File: config.mk
export PLATFORM = sky130hd
export DESIGN_NAME = write_back_buffer
export DESIGN_NICKNAME = d
export VERILOG_FILES = /design/src/rtl/wb_buffer_pkg.sv /design/src/rtl/wb_match_unit.sv /design/src/rtl/write_back_buffer.sv
export SDC_FILE = /design/constraint.sdc
export NUM_CORES = 1
export LEC_CHECK = 0
export BUFFER_PORTS_ARGS = -buffer_cell sky130_fd_sc_hd__buf_2
export CAP_MARGIN = 20
export CORE_MARGIN = 5
export CORE_UTILIZATION = 40
export CTS_BUF_LIST = sky130_fd_sc_hd__clkbuf_2 sky130_fd_sc_hd__clkbuf_4 sky130_fd_sc_hd__clkbuf_8
export DETAILED_ROUTE_END_ITERATION = 8
export GPL_TIMING_DRIVEN = 0
export SLEW_MARGIN = 20
export SYNTH_ARGS = -nofsm -noshare
export SYNTH_HDL_FRONTEND = slang
export SYNTH_SLANG_ARGS = --single-unit
File: constraint.sdc
create_clock -name clk -period 6.6 [get_ports clk]
set_input_delay 0.99 -clock clk [delete_from_list [all_inputs] [get_ports clk]]
set_output_delay 0.99 -clock clk [all_outputs]
set_load 0.02 [all_outputs]
File: src/rtl/wb_buffer_pkg.sv
// Shared types and helpers for the write-back buffer.
// Entry widths follow WB_ADDR_WIDTH / WB_DATA_WIDTH below.
package wb_buffer_pkg;
  localparam int WB_ADDR_WIDTH = 32;
  localparam int WB_DATA_WIDTH = 32;

  typedef struct packed {
    logic                     valid;
    logic [WB_ADDR_WIDTH-1:0] addr;
    logic [WB_DATA_WIDTH-1:0] data;
  } wb_entry_t;

  // Circular pointer increment; wraps to 0 at depth.
  function automatic int unsigned ptr_inc(input int unsigned ptr, input int unsigned depth);
    return (ptr + 1 == depth) ? 0 : ptr + 1;
  endfunction
endpackage

File: src/rtl/wb_match_unit.sv
// Parallel address compare over all buffer entries.
// When several entries match, the youngest (furthest from head) wins.
module wb_match_unit
  import wb_buffer_pkg::*;
#(
  parameter int DEPTH = 4,
  localparam int PTR_W = $clog2(DEPTH)
) (
  input  wb_entry_t [DEPTH-1:0]    entries,
  input  logic [PTR_W-1:0]         head,
  input  logic [WB_ADDR_WIDTH-1:0] key,
  output logic                     hit,
  output logic [PTR_W-1:0]         hit_idx,
  output logic [WB_DATA_WIDTH-1:0] hit_data
);
  logic [PTR_W-1:0] idx;

  // Walk oldest to youngest so the last match found is the youngest.
  always_comb begin
    hit      = 1'b0;
    hit_idx  = '0;
    hit_data = '0;
    idx      = '0;
    for (int k = 0; k < DEPTH; k++) begin
      idx = head + PTR_W'(k);
      if (entries[idx].valid && entries[idx].addr == key) begin
        hit      = 1'b1;
        hit_idx  = idx;
        hit_data = entries[idx].data;
      end
    end
  end
endmodule

File: src/rtl/write_back_buffer.sv
// Write-back buffer between cache evictions and the RAM write port.
// Circular FIFO of dirty words, drained one per accepted RAM cycle, with
// zero-latency read forwarding so miss refills never see stale RAM data.
// Optional WB_COALESCE_EN: evictions hitting a buffered address update it in place.
module write_back_buffer
  import wb_buffer_pkg::*;
#(
  parameter int DATA_WIDTH = WB_DATA_WIDTH,
  parameter int ADDR_WIDTH = WB_ADDR_WIDTH,
  parameter int DEPTH      = 4
) (
  input  logic                  clk,
  input  logic                  rst_n,
  input  logic                  evict_valid,
  input  logic [ADDR_WIDTH-1:0] evict_addr,
  input  logic [DATA_WIDTH-1:0] evict_data,
  output logic                  full,
  output logic                  empty,
  output logic                  overflow,
  input  logic [ADDR_WIDTH-1:0] rd_addr,
  input  logic [DATA_WIDTH-1:0] rd_data_ram,
  output logic [DATA_WIDTH-1:0] rd_data,
  output logic                  ram_we,
  output logic [ADDR_WIDTH-1:0] ram_waddr,
  output logic [DATA_WIDTH-1:0] ram_wd,
  input  logic                  ram_ready
);
  localparam int PTR_W = $clog2(DEPTH);
  localparam logic [PTR_W:0] DEPTH_C = (PTR_W+1)'(DEPTH);

  wb_entry_t [DEPTH-1:0] entries;
  logic [PTR_W-1:0]      head, tail;
  logic [PTR_W:0]        count;
  logic                  drain, append, coalesce;
  logic [PTR_W-1:0]      co_idx;
  logic                  fw_hit;
  logic [PTR_W-1:0]      fw_idx;
  logic [DATA_WIDTH-1:0] fw_data;
  logic                  unused_fw_idx;

  assign full      = (count == DEPTH_C);
  assign empty     = (count == '0);
  assign ram_we    = (count != '0);
  assign ram_waddr = entries[head].addr;
  assign ram_wd    = entries[head].data;
  assign drain     = ram_we && ram_ready;

  // Forwarding sees only registered entries, so a same-cycle eviction is
  // not forwarded while the draining head still is.
  wb_match_unit #(.DEPTH(DEPTH)) u_fwd (
    .entries (entries),
    .head    (head),
    .key     (rd_addr),
    .hit     (fw_hit),
    .hit_idx (fw_idx),
    .hit_data(fw_data)
  );
  assign rd_data       = fw_hit ? fw_data : rd_data_ram;
  assign unused_fw_idx = ^fw_idx;

`ifdef WB_COALESCE_EN
  logic                  co_hit;
  logic [DATA_WIDTH-1:0] co_data_unused;

  wb_match_unit #(.DEPTH(DEPTH)) u_coal (
    .entries (entries),
    .head    (head),
    .key     (evict_addr),
    .hit     (co_hit),
    .hit_idx (co_idx),
    .hit_data(co_data_unused)
  );
  // A head that leaves this cycle cannot absorb the word; it appends instead.
  assign coalesce = evict_valid && co_hit && !(drain && co_idx == head);
`else
  assign co_idx   = '0;
  assign coalesce = 1'b0;
`endif

  // A full buffer still accepts when the head drains in the same cycle.
  assign append = evict_valid && !coalesce && (count != DEPTH_C || drain);

  // FIFO state: drain at head, append at tail, in-place coalesce, sticky overflow.
  always_ff @(posedge clk or negedge rst_n) begin
    if (!rst_n) begin
      entries  <= '0;
      head     <= '0;
      tail     <= '0;
      count    <= '0;
      overflow <= 1'b0;
    end else begin
      if (drain) begin
        entries[head].valid <= 1'b0;
        head                <= PTR_W'(ptr_inc(32'(head), DEPTH));
      end
      if (coalesce) entries[co_idx].data <= evict_data;
      // Append last: when full with drain, tail==head and the new word must win.
      if (append) begin
        entries[tail] <= '{valid: 1'b1, addr: evict_addr, data: evict_data};
        tail          <= PTR_W'(ptr_inc(32'(tail), DEPTH));
      end
      if (evict_valid && !coalesce && !append) overflow <= 1'b1;
      count <= count + (PTR_W+1)'(append) - (PTR_W+1)'(drain);
    end
  end
endmodule

==> impl_metrics.yaml, run 1 <==
global_routing:
  met2_usage_pct: 43.7
  grt_pass1_wl_um: 113000
  antenna_found_initial: 8
  grt_overflow_total: 0
  first_global_vias: 17038
  grt_max_degree: 97
  grt-busiest-layer: "met2"
  grtUsageTotal_pct: 26.8
  grtUsageMet1_pct: 35.2
  met3_usage_pct: 5.92
clocking:
  hold_buffers: 0
  root_buffer: "clkbuf_8"
  cts_max_level: 2
  clock_latency_ns: 0.69
  cts_max_path_buffers: 3
  cts_tree: "yes"
  cts-buffers-inserted: 50
  cts.clk_slew.worst_paths_ns: 0.06
  clkSinkCount: 268
run:
  maxCapViolations: 0
final_layout:
  drive_gt1_share_pct: 46.6
  syn2layout_area_growth_pct: 17.4
  fill_cells: 4731
  final_common_cell: "dfrtp_1"
  final_nets: 2058
  layout_common_cells: "dfrtp_1 (267), mux2_2 (262), buf_2 (223)"
  fin_area_um2: 24100
logic_synthesis:
  syn_inst: 1644
  ys_async_sr_fraction_pct: 100
  synth_nets: 1787
  yosys.cell_types.count: 57
  ys_seq_area_share_pct: 32.7
  synth_ff_type: "dfrtp_1"
  synth_edf_count: 0
  syn_avg_cell_area_um2: 12.5
  yosysWarnings: 0
  ys_ff_latch: 268
  synthesis.area_um2: 20500
sta:
  tightest_slew_ns: 1.06
  slew_viol_final: 0
  hold_viol_final: 0
  setup_violations: 0
  slew_headroom_pct: 29.3
  max_freq_mhz: 153
  hold_slack_ns: 0.272
  fin_crit_sh_pct: 98.9
  fin_skew_ns: 0.0603
  finalCriticalPeriod_ns: 6.53
power_and_ir_drop:
  finalPower_uw: 15400
  powerDensity_nw_per_um2: 640
  peakVddDrop_mv: 0.320
  p_leak_uw: 0.00972
floorplanning:
  start_util_pct: 40.2
  rows: 83
  die_w_um: 236
  die_area_um2: 55900
  io_pins: 232
  fp.dieH_um: 236
  core_um2: 51100
detailed_routing:
  via_per_inst: 6.36
  num_vias: 16729
  drtPass1Iterations: 5
  wl_per_cell_um: 29.4
  drc: 0
  ant_nets: 0
  drt_wl_total_um: 77300
  drt_iter0_drc: 1539
setup_path:
  cp-end-kind: "output pin"
  path_max_fanout: 12
  regToRegSetupSlack_ns: 2.81
  path_class: "reg -> out"
  r2r-end: "head[1]"
  r2r-start: "head[0]"
  r2r_cells: 15
  start_kind: "flop"
  cp.arrival_ns: 5.54
  required_ns: 5.61
place:
  dp_hpwl_um: 57000
  io_buffer_count: 203
  globalplace.congestion: 0.994
  postPlaceCellArea_um2: 22500
worst_hold_path:
  hold_class: "in -> async"
status:
  status: "finished, final reports clean"
==> worst max path at each step <==
stage	start	end	slack, ns	depth (start not counted)
5_1_grt	head[0]	rd_data[23]	-0.007	19
3_5_place_dp	head[1]	rd_data[19]	-0.80	17
4_1_cts	head[0]	rd_data[7]	0.03	19
6_report	head[0]	rd_data[23]	0.07	19
2_1_floorplan	head[0]	rd_data[10]	1.47	18
3_3_place_gp	head[1]	rd_data[19]	-0.88	17
==> metrics by stage <==
stage / instances / worst slack (ns) / utilization (%) / TNS (ns)
5_1_grt: 2631 / -0.00695 / 47.1 / -0.00695
2_1_floorplan: 1644 / 1.47 / - / 0
3_3_place_gp: 2527 / -0.885 / 43.8 / -119.42
4_1_cts: 2620 / 0.0313 / 46.8 / 0
3_5_place_dp: 2530 / -0.803 / 44.0 / -21.47
6_report: 2632 / 0.0726 / 47.1 / 0
==> repair_timing <==
action,CTS,global route
resized for setup,89,23
setup buffers,6,10
pin swaps,16,10
setup endpoints to repair,32,32
==> critical path, stage by stage, from the launching register on <==
cell       delay, ns
dfrtp_2         0.41
buf_12          0.19
buf_16          0.16
inv_1           0.07
clkbuf_4        0.21
clkbuf_4        0.24
ha_1            0.35
buf_12          0.19
buf_12          0.20
mux4_2          0.62
xnor2_4         0.27
nand4_1         0.18
nor4_4          0.30
buf_4           0.19
buf_4           0.22
buf_4           0.21
a2111oi_0       0.12
o31ai_1         0.43
a21oi_1         0.13
buf_2           0.18
==> cell families after synthesis <==
| kind of cell | after synthesis | share of synthesized area (%) |
|---|---|---|
| adders and majority gates | 11 | 0.707 |
| and+or+nand+nor | 209 | 5.73 |
| muxes | 557 | 41.6 |
| AOI/OAI and AO/OA | 252 | 8.72 |
| DFF | 268 | 32.7 |
| xor gates and xnor gates | 116 | 4.95 |
| buffers and inverters | 231 | 5.56 |
==> layout make-up <==
cell class | instances | area [um^2] | area share (%)
multi-input cells | 1145 | 12900 | 53.5
clock inverters | 11 | 141 | 0.587
clock buffers | 75 | 957 | 3.97
plain buffers | 172 | 1090 | 4.52
diodes | 3 | 7.51 | 0.0312
repair buffers | 222 | 1230 | 5.12
flip-flops and latches | 268 | 6710 | 27.8
well taps | 680 | 851 | 3.53
inverters | 56 | 211 | 0.878
==> flip-flops by register name (all words and copies together) (netlist names) <==
register  cells
head          2
count         3
overflow      1
tail          2
entries     260
==> cells in the mapped netlist (10+ instances only) <==
master     number  area, um^2
o31a_1         34         298
buf_4          14         105
buf_6          18         203
xnor2_1        99         867
nand2_1        44         165
dfrtp_1       268        6710
nand4b_1       33         289
xor2_1         17         149
buf_2          34         170
a21oi_1        46         230
o31ai_1        33         248
mux2_2        262        2950
o21ai_0        51         255
mux2i_1        84         841
nand4_1        21         131
mux4_2        211        4750
nor2_1         50         188
inv_1          55         206
a2111oi_0      33         289
clkbuf_1       93         349
and3_1         34         213
o22ai_1        12        75.1
ha_1           10         125
buf_1          13        48.8
==> power breakdown <==
part           internal [uW]  total, uW  switching (uW)
Sequential              2500       3570            1080
Combinational           4910      10000            5120
Clock                   1040       1810             767
==> metal layers <==
| layer | wire length [um] | vias up |
|---|---|---|
| met2 | 37100 | 931 |
| met5 | 34 | - |
| met1 | 30300 | 8667 |
| li1 | - | 6958 |
| met4 | 2990 | 6 |
| met3 | 6800 | 167 |
No activity file was read; power rests on OpenSTA's default activity.
==> inputs of run 2 (changes only) <==
SYNTH_HIERARCHICAL = 1   (was unset)
clock period = 7.5 ns   (was 6.6 ns; I/O delays follow)
==> run 2 against run 1 <==
Net effect:
- register-to-register slack improved by 2.1 ns
- synthesized cell count increased by 4.6%
- worst setup slack improved by 0.085 ns
- largest power group unchanged
==> impl_metrics.yaml, run 2 <==
sta:
  max_freq_mhz: 136
  tns_ns: 0
  fin_skew_ns: 0.0523
  finalCriticalPeriod_ns: 7.34
  setup_violations: 0
  slew_viol_final: 0
  hold_viol_final: 0
  slew_headroom_pct: 34.9
  tightest_slew_ns: 0.977
  fin_crit_sh_pct: 97.9
  rsz0062_at_grt: "false"
setup_path:
  cp-end-kind: "output pin"
  r2r_cells: 6
  cp.arrival_ns: 6.22
  r2r-end: "head[1]"
  crit_start: "head[0]"
  path_max_fanout: 10
  regToRegSetupSlack_ns: 4.95
  start_kind: "flop"
  path_class: "reg -> out"
  required_ns: 6.38
  r2r-start: "head[1]"
run:
  maxCapViolations: 0
global_routing:
  grt_pass1_wl_um: 116000
  antenna_found_initial: 13
  grtUsageTotal_pct: 27.1
  first_global_vias: 17081
  grt_overflow_total: 0
  grt_max_degree: 98
clocking:
  post-cts-setup-buffer-count: 0
  clkSinkCount: 268
  cts-buffers-inserted: 49
  cts_tree: "yes"
  cts.clk_slew.worst_paths_ns: 0.06
  cts_max_level: 2
  clock_latency_ns: 0.67
  cts_max_path_buffers: 3
  root_buffer: "clkbuf_8"
worst_hold_path:
  whs_endpoint: "overflow"
  hold_class: "reg -> reg"
  hold_depth: 1
  min_from: "overflow"
floorplanning:
  core_um2: 51500
  rows: 83
  die_area_um2: 56800
  die_w_um: 238
  start_util_pct: 40.5
  io_pins: 232
  fp.dieH_um: 238
detailed_routing:
  drc: 0
  drt_iter0_drc: 1562
  via_per_inst: 6.14
  wl_per_cell_um: 29.1
  ant_nets: 0
  num_vias: 16588
  drtPass1Iterations: 5
  drt_wl_total_um: 78700
logic_synthesis:
  syn_avg_cell_area_um2: 12.1
  synth_nets: 1864
  yosysWarnings: 6
  synthesis.area_um2: 20900
  syn_inst: 1720
final_layout:
  fill_cells: 4858
  reg.largest.list: "entries x260, count x3"
  final_common_cell: "mux2_2"
  syn2layout_area_growth_pct: 14.4
  drive_gt1_share_pct: 43.0
  final_nets: 2123
  largest_reg_flops: 260
  fin_area_um2: 23900
  largest-register: "entries"
  layout_common_cells: "mux2_2 (331), dfrtp_1 (268), buf_2 (242)"
power_and_ir_drop:
  p_leak_uw: 0.00959
  peakVddDrop_mv: 0.204
  powerDensity_nw_per_um2: 523
place:
  dp_hpwl_um: 58800
  postPlaceCellArea_um2: 22800
  io_buffer_count: 207
  globalplace.congestion: 1.02
status:
  status: "finished, final reports clean"
==> run 2: cell count changes in the layout (fill, tap and decap cells not counted), sizes merged, moves of 29 or more <==
cell / previous run / this run
a2111oi: 39 / 3
clkbuf: 170 / 138
inv: 57 / 18
mux2: 262 / 331
mux2i: 84 / 211
mux4: 211 / 133
nand2b: 1 / 43
nand4b: 33 / 0
nor2b: 4 / 35
nor4: 6 / 36
o21ai: 52 / 14
o31a: 34 / 1
o31ai: 33 / 4
==> run 2: worst max-delay path, stage by stage (launching register included) <==
cell       delay [ns]
dfrtp_1          0.48
buf_6            0.22
inv_1            0.08
buf_4            0.26
buf_2            0.38
clkbuf_1         0.61
o2111ai_1        0.22
a221oi_1         0.58
nand4_1          0.40
clkbuf_1         0.39
or2_1            0.38
clkbuf_1         0.25
and3_1           0.23
o41ai_1          0.61
mux2_2           0.27
buf_2            0.16
==> run 2: area by class of cell <==
type	instances	area [um^2]	area share [%]
plain buffers	161	1010	4.23
repair buffers	209	1100	4.61
inverters	19	71.3	0.299
well taps	680	851	3.57
clock buffers	75	926	3.88
flip-flops and latches	268	6710	28.1
clock inverters	9	95.1	0.399
multi-input cells	1271	13100	54.8
diodes	9	22.5	0.0944
==> run 2: per-stage QoR <==
stage | hold slack, ns | cells | power [uW] | worst slack (ns) | utilization (%)
final | 0.469 | 2701 | 12500 | 0.157 | 46.3
after detailed placement | 0.452 | 2609 | 10800 | 0.421 | 44.3
after global routing | 0.488 | 2696 | 13100 | 0.0783 | 46.3
after global placement | 0.453 | 2607 | 10700 | 0.457 | 44.1
after floorplan | 0.503 | 1720 | 8310 | 2.50 | -
after CTS | 0.469 | 2693 | 12400 | 0.120 | 46.3
==> run 2: worst max-delay path by stage <==
stage | slack [ns] | end | depth (start not counted)
after floorplan | 2.50 | rd_data[10] | 15
after global placement | 0.46 | entries[219] | 1
after detailed placement | 0.42 | rd_data[5] | 20
after CTS | 0.12 | rd_data[5] | 20
after global routing | 0.08 | rd_data[3] | 15
final | 0.16 | rd_data[3] | 15
==> run 2: power by group <==
part           total (uW)  switching, uW  internal, uW
Clock                1480            659           819
Sequential           3150            948          2200
Combinational        7840           4280          3560
Total               12500           5890          6580
==> run 2: metal layers <==
metal,vias up,GRT usage [%],part of all wire (%)
li1,7076,-,-
met1,8679,39.2,45
met5,-,0,0.062
met4,8,8.05,2.9
met3,134,5.72,7.5
met2,691,41.1,45
==> run 2: repair_timing <==
item,4_1_cts,5_1_grt
setup endpoints to repair,30,30
gates resized for setup,4,2
gates cloned,0,0
hold buffers,0,0
==> inputs of run 3 (changes only) <==
--- a/config.mk
+++ b/config.mk
@@ -7,3 +7,2 @@
 export LEC_CHECK = 0
-export BUFFER_PORTS_ARGS = -buffer_cell sky130_fd_sc_hd__buf_2
 export CAP_MARGIN = 20
@@ -13,2 +12,3 @@
 export DETAILED_ROUTE_END_ITERATION = 8
+export DONT_BUFFER_PORTS = 1
 export GPL_TIMING_DRIVEN = 0
==> constraint.sdc (replaced) <==
create_clock -name clk -period 7.5 [get_ports clk]
set_input_delay 0.375 -clock clk [delete_from_list [all_inputs] [get_ports clk]]
set_output_delay 0.375 -clock clk [all_outputs]
set_load 0.02 [all_outputs]
==> run 3 against run 2 <==
Net effect:
- sequential power barely moved
- clock-buffer cell count is 2 higher
- worst setup slack improved by 0.33 ns
- worst hold slack got worse by 0.40 ns
- sequential share of layout area increased by 0.40 points
- clock skew down 0.029 ns
- total power down 2.7%
- maximum frequency grew 4.8%
- critical path type unchanged
- critical endpoint is now rd_data[4]
- largest cell class unchanged
==> impl_metrics.yaml, run 3 (synthesized netlist as in run 2, its figures left out) <==
status:
  status: "finished, final reports clean"
setup_path:
  max_stage_delay_ns: 0.69
  r2r-end: "head[1]"
  slowest_stage: "buf_1"
  path_common_cell: "buf_2"
  cp_cell_sequence: "buf_6 -> inv_1 -> buf_4 -> buf_2 -> buf_2 -> mux2i_1 -> xnor2_1 -> nand4_1 -> nor2_1 -> and4b_1 -> buf_2 -> buf_4 -> buf_2 -> buf_2 -> nor2_1 -> nand2_1 -> clkbuf_1 -> buf_1 -> mux2_2"
  path_class: "reg -> out"
  regToRegSetupSlack_ns: 5.03
  start_kind: "flop"
  r2r-start: "head[1]"
  cp-end-kind: "output pin"
  path_max_fanout: 10
  required_ns: 7.12
  critPathTopFamily: "buffers and inverters"
  r2r_cells: 6
  cp.arrival_ns: 6.63
  critical_path_buf_inv_count: 11
final_layout:
  layout_common_cells: "mux2_2 (331), dfrtp_1 (268), mux2i_1 (210)"
  final_nets: 1983
  fill_cells: 4782
  largest-register: "entries"
  final_common_cell: "mux2_2"
  final_util_pct: 45.7
  reg.largest.list: "entries x260, count x3"
  fin_area_um2: 23500
  drive_gt1_share_pct: 35.1
  syn2layout_area_growth_pct: 12.8
  largest_reg_flops: 260
sta:
  slew_headroom_pct: 35.3
  fin_skew_ns: 0.0230
  rsz0062_at_grt: "false"
  max_freq_mhz: 143
  fin_ws_ns: 0.491
  hold_viol_final: 0
  slew_viol_final: 0
  fin_crit_sh_pct: 93.4
  tightest_slew_ns: 0.970
  setup_violations: 0
  finalCriticalPeriod_ns: 7.01
  hold_slack_ns: 0.0661
  tns_ns: 0
power_and_ir_drop:
  p_leak_uw: 0.00905
  powerDensity_nw_per_um2: 516
  combinationalPowerShare_pct: 61.5
  power_frac_clock_pct: 12.3
  sequentialPowerShare_pct: 26.2
  swShare_pct: 47.4
  internal_power_uw: 6390
  p_sw_uw: 5750
  peakVddDrop_mv: 0.192
place:
  postPlaceCellArea_um2: 21700
  dp_slack_ns: 1.47
  io_buffer_count: 0
  globalplace.congestion: 1.06
  dp_hpwl_um: 57200
global_routing:
  grt_max_degree: 269
  grt_overflow_total: 0
  grt_pass1_wl_um: 113000
  first_global_vias: 16613
  antenna_found_initial: 11
  grtUsageTotal_pct: 26.5
floorplanning:
  io_pins: 232
  core_um2: 51500
  start_util_pct: 40.5
  die_w_um: 238
  fp.dieH_um: 238
  rows: 83
  die_area_um2: 56800
detailed_routing:
  wl_per_cell_um: 30.0
  ant_nets: 0
  drt_iter0_drc: 1482
  via_per_inst: 6.26
  drc: 0
  drt_wl_total_um: 76900
  drtPass1Iterations: 7
  num_vias: 16064
worst_hold_path:
  hold_depth: 2
  min_from: "evict_valid"
  hold_class: "in -> reg"
  whs_endpoint: "tail[0]"
clocking:
  root_buffer: "clkbuf_8"
  cts_tree: "yes"
  cts_max_path_buffers: 3
  cts_max_level: 2
  cts-buffers-inserted: 47
  cts.clk_slew.worst_paths_ns: 0.06
  clkSinkCount: 268
  clock_latency_ns: 0.64
  cts.repair.resized: 0
run:
  maxCapViolations: 0
==> run 3: changes by cell type in the layout (fill, tap and decap cells not counted), moves of 2 or more <==
cell and delta:
dlygate4sd3_1 +67, buf_2 -207, clkbuf_8 +2, buf_1 +3
==> run 3: layout make-up <==
class	instances	area (um^2)	share of cell area, %
flip-flops and latches	268	6710	28.5
inverters	19	71.3	0.303
multi-input cells	1271	13100	55.6
clock inverters	10	95.1	0.404
clock buffers	77	953	4.05
diodes	8	20.0	0.0851
repair buffers	70	753	3.20
well taps	680	851	3.62
plain buffers	162	1000	4.27
==> run 3: worst max path at each step <==
stage / start / to / slack, ns / depth (start not counted)
after global routing: head[0] / rd_data[4] / 0.48 / 19
after CTS: head[0] / rd_data[4] / 0.74 / 19
after global placement: head[0] / rd_data[4] / 1.48 / 19
after floorplan: head[0] / rd_data[10] / 3.31 / 16
final: head[0] / rd_data[4] / 0.49 / 19
after detailed placement: head[0] / rd_data[4] / 1.47 / 19
==> run 3: power by group through the flow <==
stage	clock network, uW	registers (uW)	logic (uW)
after global placement	0	3100	7170
after global routing	1600	3300	7830
final	1490	3180	7470
after floorplan	0	2780	5520
after detailed placement	0	3170	7260
after CTS	1540	3150	7370
==> run 3: what timing repair did <==
| action | CTS | global route |
|---|---|---|
| setup buffers | 0 | 0 |
| endpoints found under the hold margin | 525 | 0 |
| hold buffers | 68 | 0 |
==> run 3: layer usage <==
| metal | part of all wire (%) | GRT usage [%] | up-vias |
|---|---|---|---|
| met3 | 9.0 | 7.40 | 159 |
| li1 | - | - | 6795 |
| met1 | 43 | 36.8 | 8355 |
| met2 | 45 | 39.9 | 751 |
| met4 | 3.6 | 9.58 | 4 |
| met5 | 0.031 | 0 | - |
==> run 3: through the flow <==
stage / power, uW / std cells
2_1_floorplan: 8310 / 1720
3_3_place_gp: 10300 / 2400
3_5_place_dp: 10400 / 2400
4_1_cts: 12100 / 2555
5_1_grt: 12700 / 2563
6_report: 12100 / 2565
